==> src/rtl/present80_dec_round_pkg.sv <==
// PRESENT-80 shared constants, FSM state type and bit-layer helpers for the round-based decryption core.
package present_pkg;

   localparam int unsigned STATE_W = 64;
   localparam int unsigned KEY_W   = 80;
   localparam int unsigned NIB_W   = 4;
   localparam int unsigned NUM_NIB = STATE_W / NIB_W;

   localparam logic [3:0] SBOX [16] = '{4'hC, 4'h5, 4'h6, 4'hB, 4'h9, 4'h0, 4'hA, 4'hD,
                                        4'h3, 4'hE, 4'hF, 4'h8, 4'h4, 4'h7, 4'h1, 4'h2};

   localparam logic [3:0] INV_SBOX [16] = '{4'h5, 4'hE, 4'hF, 4'h8, 4'hC, 4'h1, 4'h2, 4'hD,
                                            4'hB, 4'h4, 4'h6, 4'h3, 4'h0, 4'h7, 4'h9, 4'hA};

   typedef enum logic [1:0] {
      IDLE,
      KEYGEN,
      ROUND,
      FINAL
   } state_e;

   // Forward S-box, only needed on the top key nibble during key generation.
   function automatic logic [3:0] sbox4(input logic [3:0] x);
      return SBOX[x];
   endfunction

   // Inverse bit permutation: output bit i takes the bit that P moved from i, P(i) = 16*i mod 63.
   function automatic logic [STATE_W-1:0] inv_perm(input logic [STATE_W-1:0] x);
      logic [STATE_W-1:0] y;
      y = '0;
      for (int unsigned i = 0; i < STATE_W - 1; i++) begin
         y[6'(i)] = x[6'((16 * i) % (STATE_W - 1))];
      end
      y[STATE_W-1] = x[STATE_W-1];
      return y;
   endfunction

endpackage

==> src/rtl/present_inv_sbox4.sv <==
// 4-bit PRESENT inverse S-box, purely combinational.
module present_inv_sbox4
   import present_pkg::*;
(
   input  logic [3:0] x_i,
   output logic [3:0] y_c_o
);

   assign y_c_o = INV_SBOX[x_i];

endmodule

==> src/rtl/present80_dec_round.sv <==
// Round-based PRESENT-80 decryption: runs the forward key schedule up to K32, then one inverse round per clock.
// Defining PRESENT_DEC_KEY_CACHE_EN adds a one-entry K32 cache that skips key generation on a repeated key.
module present80_dec_round
   import present_pkg::*;
#(
   parameter int unsigned NUM_ROUNDS = 31,
   parameter int unsigned CNT_W      = 5
) (
   input  logic               clk,
   input  logic               rst,
   input  logic               start,
   input  logic [KEY_W-1:0]   key,
   input  logic [STATE_W-1:0] ctext,
   output logic [STATE_W-1:0] ptext,
   output logic               busy,
   output logic               done
);

   localparam int unsigned      RC_W     = 5;
   localparam logic [CNT_W-1:0] CNT_LAST = CNT_W'(NUM_ROUNDS);
   localparam logic [CNT_W-1:0] CNT_ONE  = CNT_W'(1);

   state_e             fsm_q, fsm_d;
   logic [STATE_W-1:0] state_q, state_d;
   logic [STATE_W-1:0] ptext_q, ptext_d;
   logic [KEY_W-1:0]   key_q, key_d;
   logic [CNT_W-1:0]   cnt_q, cnt_d;
   logic               busy_q, busy_d;
   logic               done_q, done_d;

   logic [RC_W-1:0]    rc_c;
   logic [KEY_W-1:0]   fwd_rot_c, fwd_key_c, inv_xor_c, inv_key_c;
   logic [3:0]         inv_top_c;
   logic [STATE_W-1:0] perm_c, round_c;

`ifdef PRESENT_DEC_KEY_CACHE_EN
   logic [KEY_W-1:0]   last_key_q, last_key_d;
   logic [KEY_W-1:0]   k32_q, k32_d;
   logic               cache_vld_q, cache_vld_d;
   logic               cache_hit_c;

   assign cache_hit_c = cache_vld_q && (key == last_key_q);
`endif

   assign rc_c = RC_W'(cnt_q);

   // Forward key step: rotate left 61, S on the top nibble, fold in the round counter.
   always_comb begin
      fwd_rot_c        = {key_q[18:0], key_q[79:19]};
      fwd_key_c        = fwd_rot_c;
      fwd_key_c[79:76] = sbox4(fwd_rot_c[79:76]);
      fwd_key_c[19:15] = fwd_rot_c[19:15] ^ rc_c;
   end

   // Inverse key step: undo the counter, InvS on the top nibble, then rotate right 61.
   always_comb begin
      inv_xor_c        = key_q;
      inv_xor_c[19:15] = key_q[19:15] ^ rc_c;
   end

   present_inv_sbox4 u_key_isb (
      .x_i   (inv_xor_c[79:76]),
      .y_c_o (inv_top_c)
   );

   assign inv_key_c = {inv_xor_c[60:0], inv_top_c, inv_xor_c[75:61]};

   assign perm_c = inv_perm(state_q ^ key_q[79:16]);

   for (genvar n = 0; n < NUM_NIB; n++) begin : g_state_isb
      present_inv_sbox4 u_isb (
         .x_i   (perm_c[NIB_W*n +: NIB_W]),
         .y_c_o (round_c[NIB_W*n +: NIB_W])
      );
   end

   // Next-state and datapath control.
   always_comb begin
      fsm_d   = fsm_q;
      state_d = state_q;
      key_d   = key_q;
      cnt_d   = cnt_q;
      ptext_d = ptext_q;
      busy_d  = busy_q;
      done_d  = 1'b0;
`ifdef PRESENT_DEC_KEY_CACHE_EN
      last_key_d  = last_key_q;
      k32_d       = k32_q;
      cache_vld_d = cache_vld_q;
`endif
      case (fsm_q)
         IDLE: begin
            if (start) begin
               state_d = ctext;
               busy_d  = 1'b1;
`ifdef PRESENT_DEC_KEY_CACHE_EN
               if (cache_hit_c) begin
                  key_d = k32_q;
                  cnt_d = CNT_LAST;
                  fsm_d = ROUND;
               end else begin
                  key_d       = key;
                  cnt_d       = CNT_ONE;
                  fsm_d       = KEYGEN;
                  last_key_d  = key;
                  cache_vld_d = 1'b0;
               end
`else
               key_d = key;
               cnt_d = CNT_ONE;
               fsm_d = KEYGEN;
`endif
            end
         end
         KEYGEN: begin
            key_d = fwd_key_c;
            if (cnt_q == CNT_LAST) begin
               fsm_d = ROUND;
`ifdef PRESENT_DEC_KEY_CACHE_EN
               k32_d       = fwd_key_c;
               cache_vld_d = 1'b1;
`endif
            end else begin
               cnt_d = cnt_q + CNT_ONE;
            end
         end
         ROUND: begin
            state_d = round_c;
            key_d   = inv_key_c;
            if (cnt_q == CNT_ONE) begin
               fsm_d = FINAL;
            end else begin
               cnt_d = cnt_q - CNT_ONE;
            end
         end
         FINAL: begin
            ptext_d = state_q ^ key_q[79:16];
            done_d  = 1'b1;
            busy_d  = 1'b0;
            fsm_d   = IDLE;
         end
         default: fsm_d = IDLE;
      endcase
   end

   always_ff @(posedge clk or posedge rst) begin
      if (rst) begin
         fsm_q   <= IDLE;
         state_q <= '0;
         key_q   <= '0;
         cnt_q   <= '0;
         ptext_q <= '0;
         busy_q  <= 1'b0;
         done_q  <= 1'b0;
`ifdef PRESENT_DEC_KEY_CACHE_EN
         last_key_q  <= '0;
         k32_q       <= '0;
         cache_vld_q <= 1'b0;
`endif
      end else begin
         fsm_q   <= fsm_d;
         state_q <= state_d;
         key_q   <= key_d;
         cnt_q   <= cnt_d;
         ptext_q <= ptext_d;
         busy_q  <= busy_d;
         done_q  <= done_d;
`ifdef PRESENT_DEC_KEY_CACHE_EN
         last_key_q  <= last_key_d;
         k32_q       <= k32_d;
         cache_vld_q <= cache_vld_d;
`endif
      end
   end

   assign ptext = ptext_q;
   assign busy  = busy_q;
   assign done  = done_q;

endmodule

==> config.mk <==
export PLATFORM = sky130hd
export DESIGN_NAME = present80_dec_round
export DESIGN_NICKNAME = d
export VERILOG_FILES = /design/src/rtl/present80_dec_round_pkg.sv /design/src/rtl/present_inv_sbox4.sv /design/src/rtl/present80_dec_round.sv
export SDC_FILE = /design/constraint.sdc
export NUM_CORES = 1
export LEC_CHECK = 0
export BUFFER_PORTS_ARGS = -buffer_cell sky130_fd_sc_hd__buf_4
export CORE_AREA = 2 2 156 219
export CTS_CLUSTER_DIAMETER = 200
export DETAILED_ROUTE_END_ITERATION = 10
export DIE_AREA = 0 0 158 221
export PLACE_DENSITY = 0.74
export SLEW_MARGIN = 10
export SYNTH_ARGS = -nofsm -noshare
export SYNTH_HDL_FRONTEND = slang
export SYNTH_SLANG_ARGS = --single-unit
==> constraint.sdc <==
create_clock -name clk -period 9.65 [get_ports clk]
set_input_delay 1.93 -clock clk [delete_from_list [all_inputs] [get_ports clk]]
set_output_delay 1.93 -clock clk [all_outputs]
set_load 0.01 [all_outputs]
After elaboration in Yosys (flattened, before gate mapping)
Memory sizes are Yosys's and may differ from the RTL's.
Cells that the tools add are included.
W data, S select, Z words.
{ "word_totals": {"n_memories": 18, "out_inout_bits": 66, "romBits": 1152, "regBits": 217, "word_cells": 136, "input_bits": 147} }
{ "op_classes": {"eq_ne": 10, "muxes": 51, "bitwise_logic": 21, "add_sub_neg": 2, "reduce_logical": 9, "order_cmp": 18} }
{ "memory_table": {"columns": ["name", "depth", "width", "rd", "rd_ports_with_merged_regs", "write_ports", "line_no", "rtl"], "rows": [
  ["(no name shown)", 16, 4, 1, 0, 0, "present_inv_sbox4.sv:9", "assign y_c_o = INV_SBOX[x_i];"],
  ["(no name shown)", 16, 4, 1, 0, 0, "present_inv_sbox4.sv:9", null],
  ["(no name shown)", 16, 4, 1, 0, 0, "present_inv_sbox4.sv:9", null],
  ["(no name shown)", 16, 4, 1, 0, 0, "present_inv_sbox4.sv:9", null],
  ["(no name shown)", 16, 4, 1, 0, 0, "present_inv_sbox4.sv:9", null],
  ["(no name shown)", 16, 4, 1, 0, 0, "present_inv_sbox4.sv:9", null],
  ["12 more memories", null, null, null, null, null, null, null]
]} }
{ "op_table": {"columns": ["op", "n"], "rows": [
  ["$pmux W80 S3", 1],
  ["$mux W4", 36],
  ["$pmux W64 S2", 1],
  ["$ge A5 B5 Y1 const B", 18],
  ["$not A4 Y5", 18],
  ["$mux W80", 1],
  ["$mux W64", 1],
  ["$xor A64 B64 Y64", 1],
  ["$mux W5", 3],
  ["$pmux W5 S3", 1],
  ["$ne A2 B2 Y1 const B", 5],
  ["$xor A5 B5 Y5", 2],
  ["$pmux W2 S4", 1],
  ["$mux W2", 3],
  ["$reduce_and A2 Y1", 3],
  ["$add A5 B1 Y5 const B", 1],
  ["$eq A5 B1 Y1 const B", 1],
  ["$eq A5 B5 Y1 const B", 1],
  ["$sub A5 B1 Y5 const B", 1],
  ["$eq A2 B2 Y1 const B", 2],
  ["$reduce_and A4 Y1", 1],
  ["$reduce_bool A2 Y1", 2],
  ["$reduce_and A3 Y1", 1],
  ["$reduce_bool A3 Y1", 1],
  ["other kinds (4)", 5]
]} }

Longest topological paths before layout
{ "logic_depth": {"word_depth": 6, "depth_mapped": 9, "depth_no_buf": 7} }

Cells and area by module
A second synthesis with hierarchy kept.
{ "unflattened": {"hier_cells": 1685, "hier_area_um2": 14516.4} }
{ "by_module_without_submodules": {"columns": ["module", "n_inst", "cells_per_inst", "seq_area_each_um2", "area_each_um2"], "rows": [
  ["present80_dec_round", 1, 1260, 5430.2, 11099.4],
  ["present_inv_sbox4 (g_state_isb[11].u_isb ...)", 15, 25, 0.0, 200.2],
  ["present_inv_sbox4 (g_state_isb[0].u_isb)", 1, 28, 0.0, 215.2],
  ["present_inv_sbox4 (g_state_isb[10].u_isb)", 1, 22, 0.0, 198.9]
]} }

Least setup slack after synthesis
OpenSTA, ideal clock, no wires.
{ "synth_path": {"path_type": "input to register", "startpoint": "in start", "endpoint": "reg cnt_q[0]", "path_stages": 5, "n_path_buf": 1, "arrival_ns": 2.897, "setup_slack_ns": 6.629, "setup_ns": 0.125, "t_required_ns": 9.525, "path_cell_list": "nand2b_1 -> buf_2 -> nand3_1 -> a21oi_1 -> mux2_2"} }
{ "synth_via": {"elab_chain_cells": 2} }
{ "synth_rtl": {"columns": ["item", "line_no", "rtl"], "rows": [
  ["start, declared", "present80_dec_round.sv:11", "input logic start,"],
  ["$ne A2 B2 Y1 (no line)", null, null],
  ["$reduce_and A4 Y1 (no line)", null, null],
  ["end signal, assigned", "present80_dec_round.sv:164", "cnt_q <= cnt_d;"],
  ["end, declared", "present80_dec_round.sv:27", "logic [CNT_W-1:0] cnt_q, cnt_d;"]
]} }
No other way between the ends.
A chain may end at the register's enable or synchronous reset.

==> metrics.csv <==
metric,value,unit
outcome,"finished, final reports clean",
finalCritPeriodShare,37.4,%
grt_pass1_vias,12438,
worst_clock_skew,0.0278,ns
start_kind,input pin,
synth-async-reset-ratio,100,%
diodes_inserted,0,
crit_fanout,100,
synth_top_cells_by_count,"sky130_fd_sc_hd__dfrtp_1 (217), sky130_fd_sc_hd__nor2_1 (210), sky130_fd_sc_hd__nand2_1 (151)",
max_freq,277,MHz
ctsResizeCount,0,
drive_gt1_share,18.9,%
portBuffers,212,
synth_area_leaders,"sky130_fd_sc_hd__dfrtp_1 (37%), sky130_fd_sc_hd__ha_1 (10%), sky130_fd_sc_hd__nor2_1 (5.4%)",
ios,213,
yosys.cell_count.top_type,sky130_fd_sc_hd__dfrtp_1,
grt-ovfl-total,0,
synth_enable_flop_cells,0,
route.vias.total,13035,
post_drt_wl_per_cell,22.0,µm
critPathKind,input pin to asynchronous set/reset pin,
synth.cell_area,14600,µm²
netlist_instances,1552,
routabilityCongestion,0.933,
die_x,158,µm
drt_pass1_iterations,6,
htree_levels,1,
setup-violations-final,0,
core_area,33000,µm²
postCtsHoldBufs,0,
syn_to_final_growth,17.7,%
finalMaxSlewViolations,0,
maxSlewHeadroom,28.1,%
worst-endpoint-arrival,4.20,ns
nNetsFinal,1958,
core.rowCount,79,
antenna_found_initial,0,
effective_utilization_at_floorplan,44.2,%
design.die.area,34900,µm²
yosys_warnings,0,
worstMarginPinSlew,1.07,ns
ys_seq_area_share,37.2,%
postSynthNetCount,1817,
grt_setup_unrepaired,false,
synth_area_leader_cell,sky130_fd_sc_hd__dfrtp_1,
critical_path.endpoint_type,asynchronous set/reset pin,
route.final.wire_length,47.3,mm
ant_nets,0,
clkLatencyLatePin,0.55,ns
drt-vias-per-instance,6.06,
grt_util_all_layers,26.5,%
grt_start_max_net_pins,101,
required_time_reported_for_the_critical_path_endpoint,10.23,ns
timing.hold.worst.class,register to register,
tritoncts_clock_tree,done,
wire_length_of_the_first_global_routing_pass,71.4,mm
initialDrtViolationCount,1559,
clock_tree.buffer_depth,3,
number_of_buffers_created_by_cts,23,
die_height,221,µm
synth.top_cell.area_share,37.2,%
dp.final_hpwl,34.2,mm
clock_transition_at_the_register_clock_pins_on_the_worst_setup_and_hold_paths_after_cts,0.06,ns
ys_ff_latch,217,
drt_drc,0,
postSynthAreaPerCell,9.40,µm²
layout_min_cycle_time,3.61,ns
timing.final.hold_violations,0,
post_synth_num_cell_types,59,
fin_tns_setup,0,ns
tritoncts_num_sinks,217,
post-cts-setup-buffers,0,
cts_root_buf,sky130_fd_sc_hd__clkbuf_16,
max_cap_viols,0,
synthFlopType,sky130_fd_sc_hd__dfrtp_1,
-- path summary, 6_finish.rpt --
check | start | end | slack (ns) | depth (start not counted)
hold / removal | ptext[49]$_DFFE_PP0P_ | ptext[49]$_DFFE_PP0P_ | 0.51 | 2
max in group clk | start | key_q[39]$_DFFE_PP0P_ | 6.16 | 5
setup reg to reg | fsm_q[0]$_DFFE_PP0P_ | key_q[39]$_DFFE_PP0P_ | 6.33 | 6
setup / recovery | rst | key_q[30]$_DFFE_PP0P_ | 6.04 | 4
min in group asynchronous | rst | ptext[60]$_DFFE_PP0P_ | 1.46 | 2
hold reg to reg | ptext[49]$_DFFE_PP0P_ | ptext[49]$_DFFE_PP0P_ | 0.51 | 2
-- state kept, by name (all words and copies together), names as in the netlist --
| signal | count |
|---|---|
| cnt_q | 5 |
| key_q | 80 |
| busy | 1 |
| ptext | 64 |
| fsm_q | 2 |
| state_q | 64 |
| done | 1 |
-- cells in the final DEF, fill, tap and decap left out, types with 6 or more instances in the layout --
| cell type | instances |
|---|---|
| sky130_fd_sc_hd__buf_4 | 227 |
| sky130_fd_sc_hd__dfrtp_1 | 217 |
| sky130_fd_sc_hd__o211ai_1 | 12 |
| sky130_fd_sc_hd__nand2_1 | 150 |
| sky130_fd_sc_hd__mux4_2 | 21 |
| sky130_fd_sc_hd__o31ai_1 | 74 |
| sky130_fd_sc_hd__o22ai_1 | 18 |
| sky130_fd_sc_hd__a31oi_1 | 18 |
| sky130_fd_sc_hd__xor2_1 | 35 |
| sky130_fd_sc_hd__a221oi_1 | 80 |
| sky130_fd_sc_hd__mux2_2 | 14 |
| sky130_fd_sc_hd__xnor2_1 | 58 |
| sky130_fd_sc_hd__nor2_1 | 210 |
| sky130_fd_sc_hd__inv_1 | 81 |
| sky130_fd_sc_hd__o21ai_0 | 30 |
| sky130_fd_sc_hd__a211o_1 | 8 |
| sky130_fd_sc_hd__ha_1 | 114 |
| sky130_fd_sc_hd__a21oi_1 | 86 |
| sky130_fd_sc_hd__clkbuf_16 | 23 |
| sky130_fd_sc_hd__clkinv_2 | 6 |
| sky130_fd_sc_hd__xnor2_2 | 7 |
| sky130_fd_sc_hd__a22oi_1 | 23 |
| sky130_fd_sc_hd__and3_1 | 25 |
| sky130_fd_sc_hd__o221ai_1 | 38 |
| sky130_fd_sc_hd__mux2i_1 | 55 |
-- logic make-up (layout without fill, tap and decap cells) --
family                     count (synthesis)  count (layout)  synth area share (%)
AOI/OAI and AO/OA                        415             415                  20.4
xor gates and xnor gates                 102             102                  6.66
adders and majority gates                118             118                  10.1
buffers and inverters                    196             350                  5.23
DFF                                      217             217                  37.2
muxes                                     95              95                  8.99
and+or+nand+nor                          409             409                  11.4
-- per-stage QoR --
step	instances	hold slack, ns	instance area [µm²]	setup slack, ns	util (%)
after global routing	2151	0.527	17200	5.72	52.1
after floorplan	1552	0.470	14600	1.78	-
after CTS	2151	0.510	17200	5.99	52.1
final	2151	0.508	17200	6.04	52.1
after detailed placement	2113	0.492	16500	5.42	49.9
after global placement	2113	0.487	16500	5.44	49.9
-- area by class of cell --
type	instances	area (µm²)
fillers	2982	15800
clock buffers	28	634
clock inverters	10	85.1
multi-input cells	1139	8450
repair buffers	227	1700
well taps	445	557
inverters	85	327
flip-flops and latches	217	5430
-- metal layers --
metal | up-vias | GRT usage [%] | routed length (µm)
li1 | 5878 | - | -
met1 | 6374 | 33.7 | 18100
met2 | 653 | 42.4 | 22300
met3 | 130 | 4.07 | 3870
met4 | 0 | 15.5 | 3090
met5 | - | 0 | 0
-- critical path, cell delays in order --
cell                    delay, ns
sky130_fd_sc_hd__buf_4       0.13
sky130_fd_sc_hd__inv_8       0.41
sky130_fd_sc_hd__buf_4       0.75
sky130_fd_sc_hd__buf_4       0.76
Power is left out: the tool's default activity adds up to more than one toggle a clock period on the data nets, which glitch-free logic cannot reach.
